--- src/rtl/dphy_rx_aligner.sv ---
// D-PHY HS receive byte aligner.
// Hunts for the HS leader sync byte in a sliding 16-bit window built from
// the current and previous deserialized words, locks the bit offset where it
// was found, and then re-frames every following word at that offset until
// the lane leaves HS mode.
//
// state       | meaning
// ------------+-----------------------------------------------------------
// ST_IDLE     | lane not in HS mode, waiting for enable_i
// ST_HUNT     | searching each window for the sync byte, counting words
// ST_DATA     | locked; emitting one aligned byte per word clock
// ST_WAIT_LOW | sync not found in time; ignore the burst until enable_i drops
module dphy_rx_aligner #(
  parameter logic [7:0]  g_sync_pattern = 8'hB8,
  parameter int unsigned g_sync_timeout = 16
) (
  input  logic       clk_word_i,
  input  logic       rst_n_a_i,
  input  logic       enable_i,
  input  logic [7:0] d_i,
  output logic [7:0] q_o,
  output logic       valid_o,
  output logic       sync_o,
  output logic [2:0] offset_o,
  output logic       active_o,
  output logic       err_sot_o,
  output logic       eot_o
);

  typedef enum logic [1:0] {
    ST_IDLE     = 2'd0,
    ST_HUNT     = 2'd1,
    ST_DATA     = 2'd2,
    ST_WAIT_LOW = 2'd3
  } state_t;

  // The timeout is limited to 255, so an 8-bit hunt counter always suffices.
  localparam int unsigned HUNT_W = 8;
  localparam logic [HUNT_W-1:0] HUNT_LAST = HUNT_W'(g_sync_timeout - 1);

  state_t            state_q;
  state_t            state_d;
  logic [7:0]        prev_q;
  logic [15:0]       win;
  logic [HUNT_W-1:0] hunt_cnt;
  logic [2:0]        off_q;

  logic              match;
  logic [2:0]        match_k;
  logic              timeout_hit;

  logic              hunt_clr;
  logic              hunt_inc;
  logic              sync_set;
  logic              err_set;
  logic              eot_set;
  logic              load_byte;

  // The older word sits in the low half so bit 0 of the window is the
  // earliest bit on the wire.
  assign win         = {d_i, prev_q};
  assign timeout_hit = (hunt_cnt == HUNT_LAST);
  assign active_o    = (state_q == ST_DATA);
  assign offset_o    = off_q;

  // Sync search over all eight bit offsets; scanning downwards lets the
  // lowest matching offset overwrite any higher one.
  always_comb begin
    match   = 1'b0;
    match_k = 3'd0;
    for (int k = 7; k >= 0; k--) begin
      if (win[k +: 8] == g_sync_pattern) begin
        match   = 1'b1;
        match_k = 3'(k);
      end
    end
  end

  // State register.
  always_ff @(posedge clk_word_i or negedge rst_n_a_i) begin
    if (!rst_n_a_i) begin
      state_q <= ST_IDLE;
    end else begin
      state_q <= state_d;
    end
  end

  // Next-state logic; losing enable_i always wins, and a match beats the
  // timeout when both land on the same word.
  always_comb begin
    state_d = state_q;
    case (state_q)
      ST_IDLE: begin
        if (enable_i) state_d = ST_HUNT;
      end
      ST_HUNT: begin
        if (!enable_i)        state_d = ST_IDLE;
        else if (match)       state_d = ST_DATA;
        else if (timeout_hit) state_d = ST_WAIT_LOW;
      end
      ST_DATA: begin
        if (!enable_i) state_d = ST_IDLE;
      end
      ST_WAIT_LOW: begin
        if (!enable_i) state_d = ST_IDLE;
      end
      default: state_d = ST_IDLE;
    endcase
  end

  // Per-state control strobes feeding the registered datapath and outputs.
  always_comb begin
    hunt_clr  = 1'b0;
    hunt_inc  = 1'b0;
    sync_set  = 1'b0;
    err_set   = 1'b0;
    eot_set   = 1'b0;
    load_byte = 1'b0;
    case (state_q)
      ST_IDLE: begin
        hunt_clr = enable_i;
      end
      ST_HUNT: begin
        if (enable_i) begin
          if (match) begin
            sync_set = 1'b1;
          end else if (timeout_hit) begin
            err_set = 1'b1;
          end else begin
            hunt_inc = 1'b1;
          end
        end
      end
      ST_DATA: begin
        load_byte = enable_i;
        eot_set   = !enable_i;
      end
      default: begin
      end
    endcase
  end

  // Previous word is captured every clock, independent of state.
  always_ff @(posedge clk_word_i or negedge rst_n_a_i) begin
    if (!rst_n_a_i) begin
      prev_q <= 8'h00;
    end else begin
      prev_q <= d_i;
    end
  end

  // Hunt word counter, cleared on entry to HUNT.
  always_ff @(posedge clk_word_i or negedge rst_n_a_i) begin
    if (!rst_n_a_i) begin
      hunt_cnt <= '0;
    end else if (hunt_clr) begin
      hunt_cnt <= '0;
    end else if (hunt_inc) begin
      hunt_cnt <= hunt_cnt + 1'b1;
    end
  end

  // Offset is captured once at lock and held for the rest of the burst.
  always_ff @(posedge clk_word_i or negedge rst_n_a_i) begin
    if (!rst_n_a_i) begin
      off_q <= 3'd0;
    end else if (sync_set) begin
      off_q <= match_k;
    end
  end

  // Registered outputs; q_o only moves when a new byte is loaded.
  always_ff @(posedge clk_word_i or negedge rst_n_a_i) begin
    if (!rst_n_a_i) begin
      q_o       <= 8'h00;
      valid_o   <= 1'b0;
      sync_o    <= 1'b0;
      err_sot_o <= 1'b0;
      eot_o     <= 1'b0;
    end else begin
      valid_o   <= load_byte;
      sync_o    <= sync_set;
      err_sot_o <= err_set;
      eot_o     <= eot_set;
      if (load_byte) begin
        q_o <= win[off_q +: 8];
      end
    end
  end

endmodule

--- config.mk ---
export PLATFORM = sky130hd
export DESIGN_NAME = dphy_rx_aligner
export DESIGN_NICKNAME = d
export VERILOG_FILES = /design/src/rtl/dphy_rx_aligner.sv
export SDC_FILE = /design/constraint.sdc
export NUM_CORES = 1
export LEC_CHECK = 0
export BUFFER_PORTS_ARGS = -buffer_cell sky130_fd_sc_hd__buf_2
export CAP_MARGIN = 20
export CORE_ASPECT_RATIO = 1.4
export CORE_MARGIN = 3
export CORE_UTILIZATION = 55
export CTS_CLUSTER_SIZE = 28
export DETAILED_ROUTE_END_ITERATION = 8
export PLACE_DENSITY = 0.77
export SLEW_MARGIN = 20
export SYNTH_ARGS = -nofsm -noshare
export SYNTH_HDL_FRONTEND = slang
export SYNTH_SLANG_ARGS = --single-unit
--- constraint.sdc ---
create_clock -name clk_word_i -period 2.8 [get_ports clk_word_i]
set_input_delay 0.7 -clock clk_word_i [delete_from_list [all_inputs] [get_ports clk_word_i]]
set_output_delay 0.7 -clock clk_word_i [all_outputs]
set_load 0.02 [all_outputs]
# == After elaboration in Yosys (flattened, before gate mapping) ==
# Cells that the tools add are included.
# W data, S select, Z words.
# op_classes
add_sub_neg,1
eq_ne,15
shift,1
n_mux,38
n_reduce_logical,5
# op_table
op,n
$eq A8 B8 Y1 const B,8
$mux W3,8
$mux W1,22
$mux W8,2
$shiftx A16 B4 Y8,1
$mux W2,5
$add A8 B1 Y8 const B,1
$eq A8 B4 Y1 const B,1
$pmux W2 S3,1
$eq A2 B2 Y1 const B,2
$ne A2 B2 Y1 const B,2
$ne A4 B4 Y1 const B,1
$reduce_and A3 Y1,1
$eq A2 B1 Y1 const B,1
$logic_not A2 Y1,1
$reduce_bool A2 Y1,1
$reduce_or A2 Y1,1
$logic_not A1 Y1,1
# totals
register_bits,33
input_bits,11
output_inout_bits,16
wordCells,69

# == Longest topological paths before layout ==
# Gate-level depths: netlist of run 1.
# depth
depth_word,14
ltp_mapped,7
ltp_nobuf,5

# == Worst setup path after synthesis of run 1 ==
# OpenSTA, ideal clock, no wires.
# synth_timing
path_kind,in2reg
from,input port d_i[0]
to,register hunt_cnt[5]
setup_ps,77
t_arrival_ps,1995
required_time_ps,2723
setup_slack_ps,728
path_stages,6
n_path_buf,1
cell_sequence,buf_2 and4bb_1 o21ai_2 nand4_2 or4_1 a21oi_1
# synth_between
elab_chain_cells,13
elab_cells_between_ends,19
classes_between,7 x eq/ne; 11 x mux; 1 x reduce/logical
# synth_lines
item,line_no,text
from (decl),20,"input logic [7:0] d_i,"
$eq A8 B8 Y1,72,if (win[k +: 8] == g_sync_pattern) begin
$mux W1 (6 in series),72,
$mux W1 * (2 in series),72,
$mux W1 *,125,if (match) begin
$mux W1 *,124,if (enable_i) begin
$mux W1 *,119,case (state_q)
$reduce_bool A2 Y1 (no line) *,-,
to (signal assigned),159,hunt_cnt <= hunt_cnt + 1'b1;
to (decl),45,logic [HUNT_W-1:0] hunt_cnt;
# Every way passes the cells marked *; elsewhere a longest branch is shown, timed or not.
# A chain may end at the register's enable or synchronous reset.

# == Worst setup path after layout of run 1 ==
# layout_timing
from,register off_q[1] (netlist: offset_o[1])
to,output port offset_o[1]
# layout_rtl
item,line_no,text
from (decl),46,logic [2:0] off_q;
from (signal assigned),168,off_q <= match_k;
to (decl),24,"output logic [2:0] offset_o,"
# No word-level cell between the ends.

==> results.cfg, run 1 <==
[layout]
final_nets = 214
n_antenna_cell = 0
drive_above_1_share_pct = 23.2
fin_cells = 242
area_growth_pct = 15.0

[pwr]
p_total_w = 0.00152
p_per_area_nw_per_um2 = 716
power.leakage_nw = 0.943
ir_drop_uv = 878

[placement]
dp.cells = 234
port-buffer-count = 26
hpwl_microns = 2970
gp_congestion = 0.896

[critical_path]
cp.arrival_ns = 1.45
crit_path_start_kind = flop
crit_type = flop to output pin
required_ns = 2.10
r2r_start = prev_q[7]
cp_slowest_stage_delay_ns = 0.86
critPathMaxFanout = 17
cp-end-kind = output pin
r2r_slack_ns = 0.86
crit_buf_inv = 1
crit_family = flip-flops
crit_slowest_cell = dfrtp_1
worstPathCellList = buf_2
regToRegEndpoint = hunt_cnt[5]
cp-startpoint = offset_o[1]
r2r_cells = 5

[yosys]
synthesis.instances = 177
synth_compound_area_share_pct = 12.3
synth_top_cell_by_area = dfrtp_1
synth_ff_type = dfrtp_1
ys_warn_count = 0
ys_seq_elements = 33
synth_top_cell_area_share_pct = 44.7
synth_mux_area_share_pct = 16.5
synth_fa_ha_area_share_pct = 0.677
syn-num-nets = 189
syn_area_sq_um = 1850
async_flop_share_pct = 100
synth_top_family_by_area = simple AND/OR/NAND/NOR gates
synth_cell_types = 41
synthTopCellsByArea = dfrtp_1 45%, mux2i_1 9.2%, mux4_2 6.1%, nand2_1 5.1%, nor4bb_1 4.3%
synth-edff-count = 0
syn_avg_cell_area_sq_um = 10.4
synth_xor_area_share_pct = 0
seq_area_frac_synth_pct = 44.7
yosys.area_share.simple_pct = 22.3

[floorplanning]
die-area_sq_um = 4100
core_sq_um = 3180
initial_utilization_pct = 58.1
dieHeight_microns = 74.6
io_pins = 27
rows = 24
dieWidth_microns = 55.0

[sta]
fin_crit_sh_pct = 76.7
period_minus_slack_ns = 2.15
clock.fmax_mhz = 465
fin_worst_skew_ns = 0.00920
max-slew-margin-rel_pct = 47.4
setup_tns_ns = 0
final-setup-viol-count = 0
grt_setup_unrepaired = no
worst_slew_pin_slew_ns = 0.789
hold_violations = 0
slew_viol_final = 0

[clocking]
clk_pin_slew_ns = 0.07
cts_tree = built
ctsResizeCount = 0
clock_path_buffers = 2
cts_hold_buf = 0
post_cts_buffers = 0
numClockSinks = 33
insertion_delay_ns = 0.29
h-tree-depth = 2
root_buffer = clkbuf_8
cts_made_buffers = 5

[drt]
drc = 0
dr_total_vias = 1455
detail_route.vias_per_cell = 6.01
routedWlPerCell_microns = 16.6
wirelength_microns = 4030
drt_iter0_markers = 34
ant_nets = 0
first_pass_iters = 4

[grt]
antenna_found_initial = 0
grt-ovfl-total = 0
grt_pass1_wl_microns = 6930
grt_max_degree = 34
grt_use_total_pct = 23.5
grt_pass1_vias = 1450

[run_status]
status = completed

[run]
drv_cap = 0

[worst_hold_path]
hp-class = primary input to async pin
==> layer usage <==
metal | up-vias | GRT usage, % | part of all wire [%]
li1 | 705 | - | -
met2 | 35 | 41.8 | 56
met1 | 708 | 26.6 | 39
met5 | - | 0 | 0
met3 | 7 | 4.95 | 3.7
met4 | 0 | 9.46 | 1.7
==> state kept, by name, summed over array words and instances, names as in the netlist <==
| register | cells |
|---|---|
| eot_o | 1 |
| hunt_cnt | 8 |
| q_o | 8 |
| sync_o | 1 |
| state_q | 2 |
| prev_q | 8 |
| valid_o | 1 |
| err_sot_o | 1 |
| offset_o | 3 |
==> logic make-up (layout without fill, tap and decap cells) <==
group	after synthesis	in the layout
compound gates	35	35
buf+inv	15	41
mux	24	24
flops	33	33
simple gates	69	69
fa+ha+maj	1	1
==> layout by cell type, fill, tap and decap left out, types with 5 or more instances in the layout <==
master / netlist / final
a21oi_1: 6 / 6
buf_2: 5 / 26
clkbuf_8: 0 / 5
dfrtp_1: 33 / 33
inv_1: 5 / 5
mux2i_1: 17 / 17
mux4_2: 5 / 5
nand2_1: 25 / 25
nor2_1: 7 / 7
nor4bb_1: 8 / 8
o21ai_0: 13 / 13
==> area by class of cell <==
class / instances / area [sq um]
sequential: 33 / 826
timing repair buffer: 27 / 138
fill: 269 / 1060
clock inverter: 3 / 65.1
multi-input combinational: 129 / 957
tap: 39 / 48.8
clock buffer: 5 / 68.8
inverter: 6 / 22.5
==> cells in the mapped netlist (all sizes together) (3+ instances only) <==
master	count
inv	5
nor4bb	9
o21ai	16
buf	6
dfrtp	33
nor3	3
nor2	7
nand2	25
clkbuf	3
nand4	3
nand3	4
mux2i	17
mux4	5
a21oi	6
a31oi	4
and3	4
==> power breakdown <==
part           total, W  switching, W  internal (W)
combinational  0.000366      0.000203      0.000163
clock          0.000532      0.000179      0.000353
sequential     0.000625     0.0000809      0.000544
==> metrics by stage <==
stage               utilization [%]  hold WS, ns  setup slack, ns  cell area (sq um)
finish                         66.8        0.458            0.652               2130
detailed placement             62.6        0.465            0.503               1990
global placement               62.6        0.458            0.575               1990
floorplan                         -        0.404            0.728               1850
CTS                            66.8        0.479            0.648               2130
global route                   66.8        0.513            0.597               2130
==> how the worst max path moves through the flow <==
stage | endpoint | slack (ns) | depth (start not counted)
2_1_floorplan | hunt_cnt[5] | 0.73 | 6
3_3_place_gp | hunt_cnt[5] | 0.58 | 6
3_5_place_dp | hunt_cnt[5] | 0.50 | 6
4_1_cts | offset_o[1] | 0.65 | 1
5_1_grt | offset_o[1] | 0.60 | 1
6_report | offset_o[1] | 0.65 | 1
(Power assumes the default switching activity.)
==> run 2: changes to the inputs <==
==> constraint.sdc (replaced) <==
create_clock -name clk_word_i -period 1.99 [get_ports clk_word_i]
set_input_delay 0.4975 -clock clk_word_i [delete_from_list [all_inputs] [get_ports clk_word_i]]
set_output_delay 0.4975 -clock clk_word_i [all_outputs]
set_load 0.02 [all_outputs]
==> run 2 against run 1 <==
  * Clock power shrank 7.7%
  * Global-route usage fell by 1.0 points
  * Hold slack lost 0.19 ns
  * Highest routed layer unchanged
  * Register-to-register slack lost 0.72 ns
==> results.cfg, run 2 (synthesis gave the netlist of run 1 again) <==
[run_status]
status = completed

[sta]
final-setup-viol-count = 0
max-slew-margin-rel_pct = 50.2
clock.fmax_mhz = 542
fin_worst_skew_ns = 0.00596
period_minus_slack_ns = 1.85
hold_violations = 0
slew_viol_final = 0
whs_ns = 0.271
fin_ws_ns = 0.144
setup_tns_ns = 0
worst_slew_pin_slew_ns = 0.747
fin_crit_sh_pct = 92.8
grt_setup_unrepaired = no

[grt]
grt_pass1_vias = 1503
grt_pass1_wl_microns = 6640
use_met3_pct = 5.35
grt_max_degree = 34
use_met1_pct = 24.4
busiest_layer = met2
grtUsageMet2_pct = 39.7
grt-ovfl-total = 0
antenna_found_initial = 0
grt_use_total_pct = 22.5

[clocking]
cts_hold_buf = 0
insertion_delay_ns = 0.29
cts_made_buffers = 5
post_cts_buffers = 0
numClockSinks = 33
cts_tree = built
clock_path_buffers = 2
clk_pin_slew_ns = 0.07
root_buffer = clkbuf_8
h-tree-depth = 2

[layout]
fin_area_sq_um = 2140
final_nets = 222
area_growth_pct = 15.8
layout_commonest_cell = dfrtp_1
final_cell_mix = 33 x dfrtp_1, 26 x buf_2, 25 x nand2_1
drive_above_1_share_pct = 26.1
top_regs = hunt_cnt x8, prev_q x8, q_o x8
n_antenna_cell = 0

[critical_path]
cp-end-kind = flop
crit_path_start_kind = flop
crit_type = flop to flop
cp.arrival_ns = 2.06
required_ns = 2.20
r2r_cells = 5
critPathMaxFanout = 10

[pwr]
seq_power_share_pct = 44.2
pwr-share-comb_pct = 29.9
ir_drop_uv = 639
power.switching_w = 0.000649
p_per_area_nw_per_um2 = 888
clkPwrFrac_pct = 25.9
p_sw_share_pct = 34.1
p_int_w = 0.00125
power.leakage_nw = 0.960

[floorplanning]
dieWidth_microns = 55.0
io_pins = 27
rows = 24
dieHeight_microns = 74.6
core_sq_um = 3180
die-area_sq_um = 4100
initial_utilization_pct = 58.1

[placement]
pre_cts_ws_ns = -0.0330
gp_congestion = 0.944
hpwl_microns = 3030
placed_area_sq_um = 2050
port-buffer-count = 26

[drt]
first_pass_iters = 5
wirelength_microns = 4080
drt_iter0_markers = 45
routedWlPerCell_microns = 16.3
ant_nets = 0
dr_total_vias = 1516
detail_route.vias_per_cell = 6.06
drc = 0

[run]
drv_cap = 0

[worst_hold_path]
hp-class = primary input to async pin
-- run 2: what timing repair did --
action | CTS | global route
endpoints found under the setup margin | 0 | 6
gates resized for setup | 0 | 1
hold endpoints to repair | 0 | 0
-- run 2: final timing paths --
path                            from     endpoint  slack (ns)
max in group asynchronous  rst_n_a_i  hunt_cnt[7]        1.25
min                        rst_n_a_i    prev_q[3]        0.27
max                        prev_q[7]  hunt_cnt[5]        0.14
max reg2reg                prev_q[7]  hunt_cnt[5]        0.14
min reg2reg                   q_o[0]       q_o[0]        0.48
min in group clk_word_i       d_i[7]    prev_q[7]        0.32
-- run 2: critical path, stage by stage, from the launching register on --
cell      delay (ns)
dfrtp_1         0.49
nor4bb_1        0.19
o21ai_1         0.28
nand4_2         0.14
or4_1           0.51
a21oi_1         0.17
-- run 2: per-stage QoR --
stage,utilization (%),total power [W],cells
6_report,67.3,0.00190,250
5_1_grt,67.3,0.00202,250
4_1_cts,67.1,0.00191,250
3_5_place_dp,64.5,0.00143,242
3_3_place_gp,64.5,0.00141,242
2_1_floorplan,-,0.00124,177
-- run 2: cell type report --
cell class / instances / area, sq um
fill: 270 / 1040
multi-input combinational: 129 / 963
sequential: 33 / 826
timing repair buffer: 35 / 198
clock buffer: 6 / 72.6
tap: 39 / 48.8
inverter: 6 / 22.5
clock inverter: 2 / 10.0
-- run 2: power groups by stage --
stage	Clock, W	Combinational (W)	Sequential [W]
floorplan	0	0.000317	0.000925
global placement	0	0.000562	0.000848
detailed placement	0	0.000573	0.000852
CTS	0.000498	0.000573	0.000840
global route	0.000527	0.000631	0.000860
finish	0.000491	0.000569	0.000841
-- run 2: metal layers --
metal,vias up,part of all wire (%)
li1,721,-
met1,739,39
met2,45,55
met3,11,3.9
met4,0,2.4
met5,-,0
